--- src/rtl/ms7_master_driver_pkg.sv ---
// Shared types for the MS7 master driver: FSM section encoding and counter widths.
package ms7_master_driver_types;

    localparam int WORD_CNT_W = 8;
    localparam int WAIT_CNT_W = 4;

    typedef enum logic [1:0] {
        SEC_IDLE,
        SEC_SEND,
        SEC_WAIT,
        SEC_CAPTURE
    } Sections;

endpackage

--- src/rtl/ms7_master_driver.sv ---
// Stimulus/response master for the MS7 slave: sends a burst of words, samples replies after LATENCY.
// Build option MS7_ACCUM_EN: result is the wrapping sum of all replies instead of the last reply.
module ms7_master_driver
    import ms7_master_driver_types::*;
#(
    parameter int NUM_WORDS = 4,
    parameter int STEP      = 1,
    parameter int LATENCY   = 1
) (
    input  logic        clk,
    input  logic        rst,
    input  logic        start,
    input  logic [31:0] seed,
    input  logic [31:0] m_in,
    output logic [31:0] m_out,
    output logic        m_out_sync,
    output logic [31:0] result,
    output logic        result_valid,
    output logic        busy
);

`ifdef MS7_ACCUM_EN
    localparam bit ACCUM_EN = 1'b1;
`else
    localparam bit ACCUM_EN = 1'b0;
`endif

    Sections                 state_q;
    logic [31:0]             val_q;
    logic [WORD_CNT_W-1:0]   word_cnt_q;
    logic [WAIT_CNT_W-1:0]   wait_cnt_q;
    logic [31:0]             acc_q;
    logic [31:0]             m_out_q;
    logic                    m_out_sync_q;
    logic [31:0]             result_q;
    logic                    result_valid_q;
    logic                    busy_q;

    logic [31:0]             acc_d;
    logic [31:0]             val_d;
    logic [WORD_CNT_W-1:0]   word_cnt_d;
    logic                    last_word;

    // Capture-cycle datapath; only committed while in SEC_CAPTURE.
    always_comb begin
        acc_d      = ACCUM_EN ? (acc_q + m_in) : m_in;
        val_d      = val_q + 32'(STEP);
        word_cnt_d = word_cnt_q + 1'b1;
        last_word  = (word_cnt_d == WORD_CNT_W'(NUM_WORDS));
    end

    // The word and its strobe are registered on entry to SEC_SEND so that
    // m_out_sync is high exactly during the SEND cycle.
    always_ff @(posedge clk or posedge rst) begin
        if (rst) begin
            state_q        <= SEC_IDLE;
            val_q          <= '0;
            word_cnt_q     <= '0;
            wait_cnt_q     <= '0;
            acc_q          <= '0;
            m_out_q        <= '0;
            m_out_sync_q   <= 1'b0;
            result_q       <= '0;
            result_valid_q <= 1'b0;
            busy_q         <= 1'b0;
        end else begin
            m_out_sync_q   <= 1'b0;
            result_valid_q <= 1'b0;
            case (state_q)
                SEC_IDLE: begin
                    if (start) begin
                        val_q        <= seed;
                        word_cnt_q   <= '0;
                        acc_q        <= '0;
                        m_out_q      <= seed;
                        m_out_sync_q <= 1'b1;
                        busy_q       <= 1'b1;
                        state_q      <= SEC_SEND;
                    end
                end
                SEC_SEND: begin
                    wait_cnt_q <= WAIT_CNT_W'(LATENCY - 1);
                    state_q    <= SEC_WAIT;
                end
                SEC_WAIT: begin
                    if (wait_cnt_q == '0) begin
                        state_q <= SEC_CAPTURE;
                    end else begin
                        wait_cnt_q <= wait_cnt_q - 1'b1;
                    end
                end
                SEC_CAPTURE: begin
                    acc_q      <= acc_d;
                    val_q      <= val_d;
                    word_cnt_q <= word_cnt_d;
                    if (last_word) begin
                        result_q       <= acc_d;
                        result_valid_q <= 1'b1;
                        busy_q         <= 1'b0;
                        state_q        <= SEC_IDLE;
                    end else begin
                        m_out_q      <= val_d;
                        m_out_sync_q <= 1'b1;
                        state_q      <= SEC_SEND;
                    end
                end
                default: state_q <= SEC_IDLE;
            endcase
        end
    end

    assign m_out        = m_out_q;
    assign m_out_sync   = m_out_sync_q;
    assign result       = result_q;
    assign result_valid = result_valid_q;
    assign busy         = busy_q;

endmodule
--- config.mk ---
export PLATFORM = sky130hd
export DESIGN_NAME = ms7_master_driver
export DESIGN_NICKNAME = d
export VERILOG_FILES = /design/src/rtl/ms7_master_driver_pkg.sv /design/src/rtl/ms7_master_driver.sv
export SDC_FILE = /design/constraint.sdc
export NUM_CORES = 1
export LEC_CHECK = 0
export ABC_AREA = 1
export CORE_MARGIN = 8
export CORE_UTILIZATION = 46
export CTS_BUF_LIST = sky130_fd_sc_hd__clkbuf_4 sky130_fd_sc_hd__clkbuf_8 sky130_fd_sc_hd__clkbuf_16
export DETAILED_ROUTE_END_ITERATION = 6
export HOLD_SLACK_MARGIN = 0.15
export PLACE_DENSITY_LB_ADDON = 0.12
export SYNTH_ARGS = -nofsm -noshare
export SYNTH_HDL_FRONTEND = slang
export SYNTH_SLANG_ARGS = --single-unit
--- constraint.sdc ---
create_clock -name clk -period 3.75 [get_ports clk]
set_input_delay 0.5625 -clock clk [delete_from_list [all_inputs] [get_ports clk]]
set_output_delay 0.5625 -clock clk [all_outputs]
set_load 0.02 [all_outputs]
==> results.md, run 1 <==
- Status: complete, no violations
- HPWL Detailed: 12,200 um
- Power Density: 871 nW/um2
- Leakage power: 0.00360 uW
- H-tree levels: 4
- Remaining DRCs: 0
- WP data arrival: 3.09 ns
- Post-synth cell types: 30
- Grt ovf: 0
- Max Freq: 365 MHz
- Type of origin of the critical path: flip-flop
- Crit path kind: reg -> reg
- Port Buf Inserts: 133
- M2 GR Usage: 0.342
- Crit Path Max Fanout: 53
- GRT met1 Usage: 0.253
- Antenna cells: 0
- First-iteration detailed-routing DRC count: 378
- Design Area, Final: 7870 um2
- I/O pin total: 134
- Worst-path clk slew: 0.06 ns
- Syn Area/Cell: 7.34 um2
- TritonCTS clock tree: built
- Gpl congestion: 0.873
- Logic gate share of total power: 0.425
- Fill cells: 1,132
- Switching power: 2760 uW
- Synthesis-stage register bit count: 113
- Sequential cell area fraction in the yosys report: 0.488
- Die height: 128 um
- Post-CTS Hold Buffers: 0
- Reg area: 2830 um2
- Setup TNS: 0 ns
- Switching share of power: 0.403
- Clock power frac: 0.252
- Final min period: 2.74 ns
- GRT busiest layer: met2
- Fin crit share: 0.731
- Synth area leaders: dfrtp_1, nand2_1, o21ai_0
- Initial antenna violation count: 0
- Final setup viols: 0
- Routed WL per cell: 15.0 um
- Synth warn: 0
- Vias per cell: 4.95
- Layout cells sized above 1: 0.0665
- DIE WIDTH: 128 um
- Vias in the first global route: 5,661
- Rows: 41
- Placement Setup Slack: 1.00 ns
- Final Hold Fails: 0
- Synthesized Nets: 867
- Skew final: 0.00706 ns
- Num CTS Buffers: 17
- Clock Sinks: 113
- Int Power: 4090 uW
- # Max-Cap Violations: 0
- Syn Inst Count: 790
- Initial Util: 0.465
- CORE AREA: 12,500 um2
- Syn-to-layout area delta: 35.8%
- Total GRT Usage: 0.210
- Max-Slew Margin vs Limit: 0.259
- Worst-Margin Slew: 1.11 ns
- Clock root cell: clkbuf_16
- Hold crit path type: reg -> reg
- Worst Setup End Kind: flip-flop
- Die Area: 16,400 um2
- Post-synthesis cell type with the largest combined area: dfrtp_1
- Met3 GRT Util: 0.0649
- Global-route wire length before repair: 27,300 um
- Hold_ws: 0.477 ns
- Final Core Density: 0.631
- Post-CTS Resized: 0
- Share of the synthesized area in the top cell type: 0.488
- Clk Latency, worst-skew pair: 0.41 ns
- Final setup margin: 1.01 ns
- Final WL: 16,600 um
- 1st-pass router iterations: 5
- Nets: 996
- Largest net degree at the start of global routing: 68
- RSZ-0062 raised after global routing: false
- Clock buffer depth: 2
- Area of the multi-input gates: 2630 um2
- Reg power frac: 0.323
- Post-CTS setup buffer count: 0
- CP required: 4.10 ns
- Final Slew Violations: 0
- Worst vdd ir: 0.637 mV
- Vias: 5,463
- Post-route ant nets: 0
- Synthesized area: 5800 um2
- Area after DPL: 7240 um2
[placed cells by master, fill, tap and decap left out, drive strengths merged]
cell type      instances
clkdlybuf4s50        133
o21bai                 1
o22ai                  5
xnor2                  1
clkbuf                22
nand4                  4
ha                    10
buf                    4
and2                   1
nand2                363
clkinv                 6
a22o                   1
inv                   53
a31oi                  2
o21a                   1
or2                   13
bufinv                 4
o21ai                 73
a21oi                  4
dfrtp                113
nand3                 45
xor2                   5
nand3b                 2
nor2                  66
[per-stage QoR]
stage                     total power [uW]  instances
after floorplan                       3990        790
after global placement                5040       1072
after detailed placement              5130       1072
after CTS                             6920       1104
after global routing                  7350       1104
final                                 6850       1104
[routing by layer]
layer  part of all wire  up-vias
li1                   -     2749
met1               0.44     2540
met2               0.47      146
met3              0.068       28
met4              0.020        0
met5                  0        -
[synth_stat cells]
master / number
o22ai_1: 5
nand3_1: 43
and2_1: 1
clkbuf_1: 9
o21ai_2: 1
inv_2: 5
a22o_1: 1
dfrtp_1: 113
a31oi_1: 2
nor2_1: 63
nand3b_1: 2
ha_1: 10
o21ai_0: 62
a21oi_1: 4
buf_1: 4
o21a_1: 1
inv_1: 48
o21bai_1: 1
nor2_2: 3
o21ai_1: 10
nand3_4: 1
nand2_1: 362
or2_2: 13
nand2_4: 1
xnor2_1: 1
buf_4: 8
nand3_2: 1
nand4_1: 4
xor2_1: 5
buf_2: 6
[state kept, by name, indices dropped and copies added, names as in the netlist]
signal        count
busy              1
result           32
m_out            32
word_cnt_q        8
state_q           2
m_out_sync        1
wait_cnt_q        4
result_valid      1
val_q            32
[worst max-delay path, stage by stage, from the launching register on]
cell	delay (ns)
dfrtp_1	0.42
inv_1	0.11
ha_1	0.25
o21ai_2	0.88
nand2_4	0.53
inv_2	0.32
nand2_1	0.09
nand2_1	0.07
[area by class of cell]
class,instances,area share
inverters,53,0.0256
clock buffers,22,0.0604
multi-input cells,597,0.334
flip-flops and latches,113,0.359
clock inverters,10,0.0200
repair buffers,137,0.173
well taps,172,0.0273
[kinds of logic after synthesis]
family / after synthesis / share of synthesized area
simple gates: 494 / 0.344
fa+ha+maj: 10 / 0.0216
xor+xnor: 6 / 0.00907
compound gates: 87 / 0.0788
flops: 113 / 0.488
buf+inv: 80 / 0.0583
[power by group through the flow]
stage / Sequential (uW) / Combinational (uW) / Clock (uW)
CTS: 2220 / 2950 / 1750
detailed placement: 2220 / 2910 / 0
global route: 2290 / 3250 / 1810
floorplan: 2500 / 1490 / 0
global placement: 2210 / 2840 / 0
finish: 2210 / 2910 / 1730
[final timing paths]
| check | start | end | slack, ns | cells after the start |
|---|---|---|---|---|
| min | result[10]$_DFFE_PP0P_ | result[10]$_DFFE_PP0P_ | 0.48 | 2 |
| min reg2reg | result[10]$_DFFE_PP0P_ | result[10]$_DFFE_PP0P_ | 0.48 | 2 |
| min in group asynchronous | rst | result[27]$_DFFE_PP0P_ | 0.66 | 2 |
| max in group asynchronous | rst | result[2]$_DFFE_PP0P_ | 2.16 | 3 |
| max | state_q[0]$_DFFE_PP0P_ | m_out[5]$_DFFE_PP0P_ | 1.01 | 7 |
| max reg2reg | state_q[0]$_DFFE_PP0P_ | m_out[5]$_DFFE_PP0P_ | 1.01 | 7 |
Power figures use the tool's default switching activity.
==> run 2: changes to the inputs <==
- CORE_UTILIZATION: 46 -> 51
- clock period: 3.75 -> 2.7 ns (I/O delays scaled with it)
==> results.md, run 2 (same netlist as run 1, synthesis figures left out) <==
- Status: complete, no violations
- Most frequent cells in the layout: nand2_1, clkdlybuf4s50_1, dfrtp_1, nor2_1, o21ai_0
- CP required: 3.06 ns
- Clock root cell: clkbuf_16
- Post-CTS setup buffer count: 0
- Power Total: 9290 uW
- RSZ-0062 raised after global routing: false
- Type of origin of the critical path: flip-flop
- Post-CTS Resized: 0
- Rows: 39
- Vias: 5,550
- Total GRT Usage: 0.226
- Worst Setup End Kind: flip-flop
- Fill cells: 951
- 1st-pass router iterations: 5
- H-tree levels: 4
- Max Freq: 419 MHz
- Power Density: 1190 nW/um2
- Crit path kind: reg -> reg
- Final min period: 2.39 ns
- R2r setup slk: 0.31 ns
- Placement Setup Slack: 0.350 ns
- Routed WL per cell: 15.3 um
- Syn-to-layout area delta: 35.2%
- Final Hold Fails: 0
- Hold crit path type: in -> async
- Post-route ant nets: 0
- CORE AREA: 11,300 um2
- Die height: 123 um
- HPWL Detailed: 12,300 um
- Gpl congestion: 0.911
- Fin crit share: 0.884
- Final Slew Violations: 0
- Most common cell after layout, fill and taps aside: nand2_1
- Setup TNS: 0 ns
- Area after DPL: 7280 um2
- Port Buf Inserts: 133
- Clk Latency, worst-skew pair: 0.42 ns
- Vias per cell: 5.15
- Hold_ws: 0.441 ns
- Remaining DRCs: 0
- I/O pin total: 134
- Design Area, Final: 7840 um2
- Clock buffer depth: 2
- Final WL: 16,500 um
- Nets: 1,000
- Die Area: 15,000 um2
- Final setup margin: 0.314 ns
- Post-CTS Hold Buffers: 0
- Worst-Margin Slew: 0.687 ns
- Largest net degree at the start of global routing: 55
- Skew final: 0.0105 ns
- Initial Util: 0.514
- Grt ovf: 0
- Antenna cells: 0
- Crit Path Max Fanout: 33
- Final setup viols: 0
- TritonCTS clock tree: built
- Vias in the first global route: 5,554
- WP data arrival: 2.74 ns
- # Max-Cap Violations: 0
- Worst-path clk slew: 0.05 ns
- Global-route wire length before repair: 26,700 um
- DIE WIDTH: 123 um
- Clock Sinks: 113
- Leakage power: 0.00360 uW
- Num CTS Buffers: 17
- Worst vdd ir: 0.868 mV
- Initial antenna violation count: 0
- First-iteration detailed-routing DRC count: 455
- Max-Slew Margin vs Limit: 0.541
- Layout cells sized above 1: 0.0695
[run 2: stage by stage]
stage,cells,utilization
4_1_cts,1078,0.695
6_report,1078,0.695
2_1_floorplan,790,-
3_3_place_gp,1047,0.646
5_1_grt,1078,0.695
3_5_place_dp,1047,0.646
[run 2: per-layer routing]
layer,track usage,vias to the layer above,routed length [um],share of wire
met2,0.372,171,8100,0.49
met5,0,-,0,0
met1,0.273,2617,6970,0.42
li1,-,2742,-,-
met3,0.0777,20,1200,0.073
met4,0.0746,0,204,0.012
[run 2: layout make-up]
| cell class | count | area, um2 | share of cell area |
|---|---|---|---|
| Timing Repair Buffer | 141 | 1440 | 0.184 |
| Multi-Input combinational cell | 597 | 2630 | 0.336 |
| Clock buffer | 25 | 498 | 0.0635 |
| Tap cell | 143 | 179 | 0.0228 |
| Clock inverter | 6 | 57.6 | 0.00734 |
| Inverter | 53 | 203 | 0.0259 |
| Sequential cell | 113 | 2830 | 0.361 |
[run 2: critical path: stages, from the launching register on]
cell	delay [ns]
dfrtp_1	0.45
ha_1	0.26
inv_1	0.06
nand2_1	0.06
nand2_1	0.07
nor2_1	0.10
nand3_1	0.09
nor2_2	0.15
nand3_4	0.11
buf_4	0.28
inv_2	0.45
nand2_1	0.12
nand2_1	0.10
[run 2: worst paths after layout]
| path | startpoint | endpoint | depth (start not counted) |
|---|---|---|---|
| worst max register to register | word_cnt_q[0]$_DFFE_PP0P_ | result[2]$_DFFE_PP0P_ | 12 |
| worst max-delay path | word_cnt_q[0]$_DFFE_PP0P_ | result[2]$_DFFE_PP0P_ | 12 |
| max in group asynchronous | rst | val_q[23]$_DFFE_PP0P_ | 3 |
| worst min register to register | result[18]$_DFFE_PP0P_ | result[18]$_DFFE_PP0P_ | 2 |
| worst min-delay path | rst | result[26]$_DFFE_PP0P_ | 3 |
| min in group clk | result[18]$_DFFE_PP0P_ | result[18]$_DFFE_PP0P_ | 2 |
[run 2: report_power, final]
| part | switching (uW) | internal, uW |
|---|---|---|
| logic | 2430 | 1680 |
| clock network | 750 | 1360 |
| registers | 629 | 2440 |
==> run 3: changes to the inputs <==
- GPL_TIMING_DRIVEN: not set -> 0
==> results.md, run 3 (same netlist as run 1, synthesis figures left out) <==
- Worst Setup End Kind: flip-flop
- Final setup viols: 0
- Worst-path clk slew: 0.05 ns
- Remaining DRCs: 0
- Vias per cell: 5.19
- Hold crit path type: reg -> reg
- Num CTS Buffers: 17
- Die height: 123 um
- RSZ-0062 raised after global routing: false
- Design Area, Final: 7920 um2
- Clk Latency, worst-skew pair: 0.42 ns
- Rows: 39
- I/O pin total: 134
- Worst-Margin Slew: 0.778 ns
- Layout cells sized above 1: 0.0764
- TritonCTS clock tree: built
- Port Buf Inserts: 133
- Initial antenna violation count: 0
- # Max-Cap Violations: 0
- Vias: 5,699
- 1st-pass router iterations: 7
- Status: complete, no violations
- Total GRT Usage: 0.243
- Post-CTS Hold Buffers: 0
- Clock Sinks: 113
- Fill cells: 908
- Final Slew Violations: 0
- Largest net degree at the start of global routing: 43
- Most common cell after layout, fill and taps aside: nand2_1
- Clock root cell: clkbuf_16
- Gpl congestion: 0.953
- Fin crit share: 0.887
- Area after DPL: 7350 um2
- Type of origin of the critical path: flip-flop
- Die Area: 15,000 um2
- Post-CTS setup buffer count: 0
- Final Hold Fails: 0
- Max-Slew Margin vs Limit: 0.481
- Post-route ant nets: 0
- CP required: 2.97 ns
- Final min period: 2.39 ns
- Clock buffer depth: 2
- Worst vdd ir: 0.911 mV
- WP data arrival: 2.66 ns
- DIE WIDTH: 123 um
- Power Density: 1210 nW/um2
- Initial Util: 0.514
- Global-route wire length before repair: 28,600 um
- First-iteration detailed-routing DRC count: 372
- Placement Setup Slack: 0.340 ns
- Routed WL per cell: 16.2 um
- Skew final: 0.0105 ns
- Crit path kind: reg -> reg
- CORE AREA: 11,300 um2
- Grt ovf: 0
- Antenna cells: 0
- Final setup margin: 0.305 ns
- Final WL: 17,800 um
- Leakage power: 0.00363 uW
- Max Freq: 418 MHz
- Post-CTS Resized: 0
- Most frequent cells in the layout: nand2_1, clkdlybuf4s50_1, dfrtp_1, nor2_1, o21ai_0
- H-tree levels: 4
- Final Core Density: 0.702
- Syn-to-layout area delta: 36.6%
- HPWL Detailed: 13,200 um
- Crit Path Max Fanout: 10
- Nets: 1,021
- Vias in the first global route: 5,684
## run 3: worst paths after layout
| kind | slack [ns] | cells after the start | start | end |
|---|---|---|---|---|
| setup / recovery | 0.31 | 9 | state_q[0]$_DFFE_PP0P_ | val_q[26]$_DFFE_PP0P_ |
| hold / removal | 0.47 | 2 | result[2]$_DFFE_PP0P_ | result[2]$_DFFE_PP0P_ |
| min in group asynchronous | 0.48 | 2 | rst | m_out[30]$_DFFE_PP0P_ |
| hold reg to reg | 0.47 | 2 | result[2]$_DFFE_PP0P_ | result[2]$_DFFE_PP0P_ |
| setup reg to reg | 0.31 | 9 | state_q[0]$_DFFE_PP0P_ | val_q[26]$_DFFE_PP0P_ |
| max in group asynchronous | 1.54 | 3 | rst | val_q[20]$_DFFE_PP0P_ |
## run 3: layer usage
metal,part of all wire,wire [um],vias up,global-route usage
met5,0,0,-,0
met4,0.013,238,0,0.0670
met3,0.079,1400,22,0.0754
met2,0.49,8610,206,0.398
met1,0.42,7500,2681,0.306
li1,-,-,2790,-
## run 3: critical path, stage by stage (launching register included)
cell and delay, ns:
dfrtp_1 0.41, ha_1 0.17, buf_2 0.26, inv_2 0.13
o21ai_2 0.42, inv_2 0.11, clkbuf_1 0.27, buf_2 0.30
nand2_1 0.09, o21ai_0 0.08
## run 3: per-stage QoR
| step | hold WS, ns | cells | power, uW | TNS (ns) |
|---|---|---|---|---|
| floorplan | 0.462 | 790 | 5540 | 0 |
| global placement | 0.461 | 1066 | 7250 | -16.32 |
| detailed placement | 0.465 | 1068 | 7390 | 0 |
| CTS | 0.479 | 1099 | 9590 | 0 |
| global route | 0.490 | 1099 | 10200 | 0 |
| finish | 0.474 | 1099 | 9550 | 0 |
## run 3: cell type report
class / instances / area [um2] / share of cell area
flip-flops and latches: 113 / 2830 / 0.357
plain buffers: 27 / 139 / 0.0175
clock buffers: 22 / 482 / 0.0609
well taps: 143 / 179 / 0.0226
clock inverters: 9 / 83.8 / 0.0106
inverters: 53 / 203 / 0.0256
repair buffers: 135 / 1370 / 0.173
multi-input cells: 597 / 2630 / 0.332
## run 3: power by group
part           internal (uW)  switching [uW]
registers               2440             625
logic                   1730            2620
clock network           1350             789
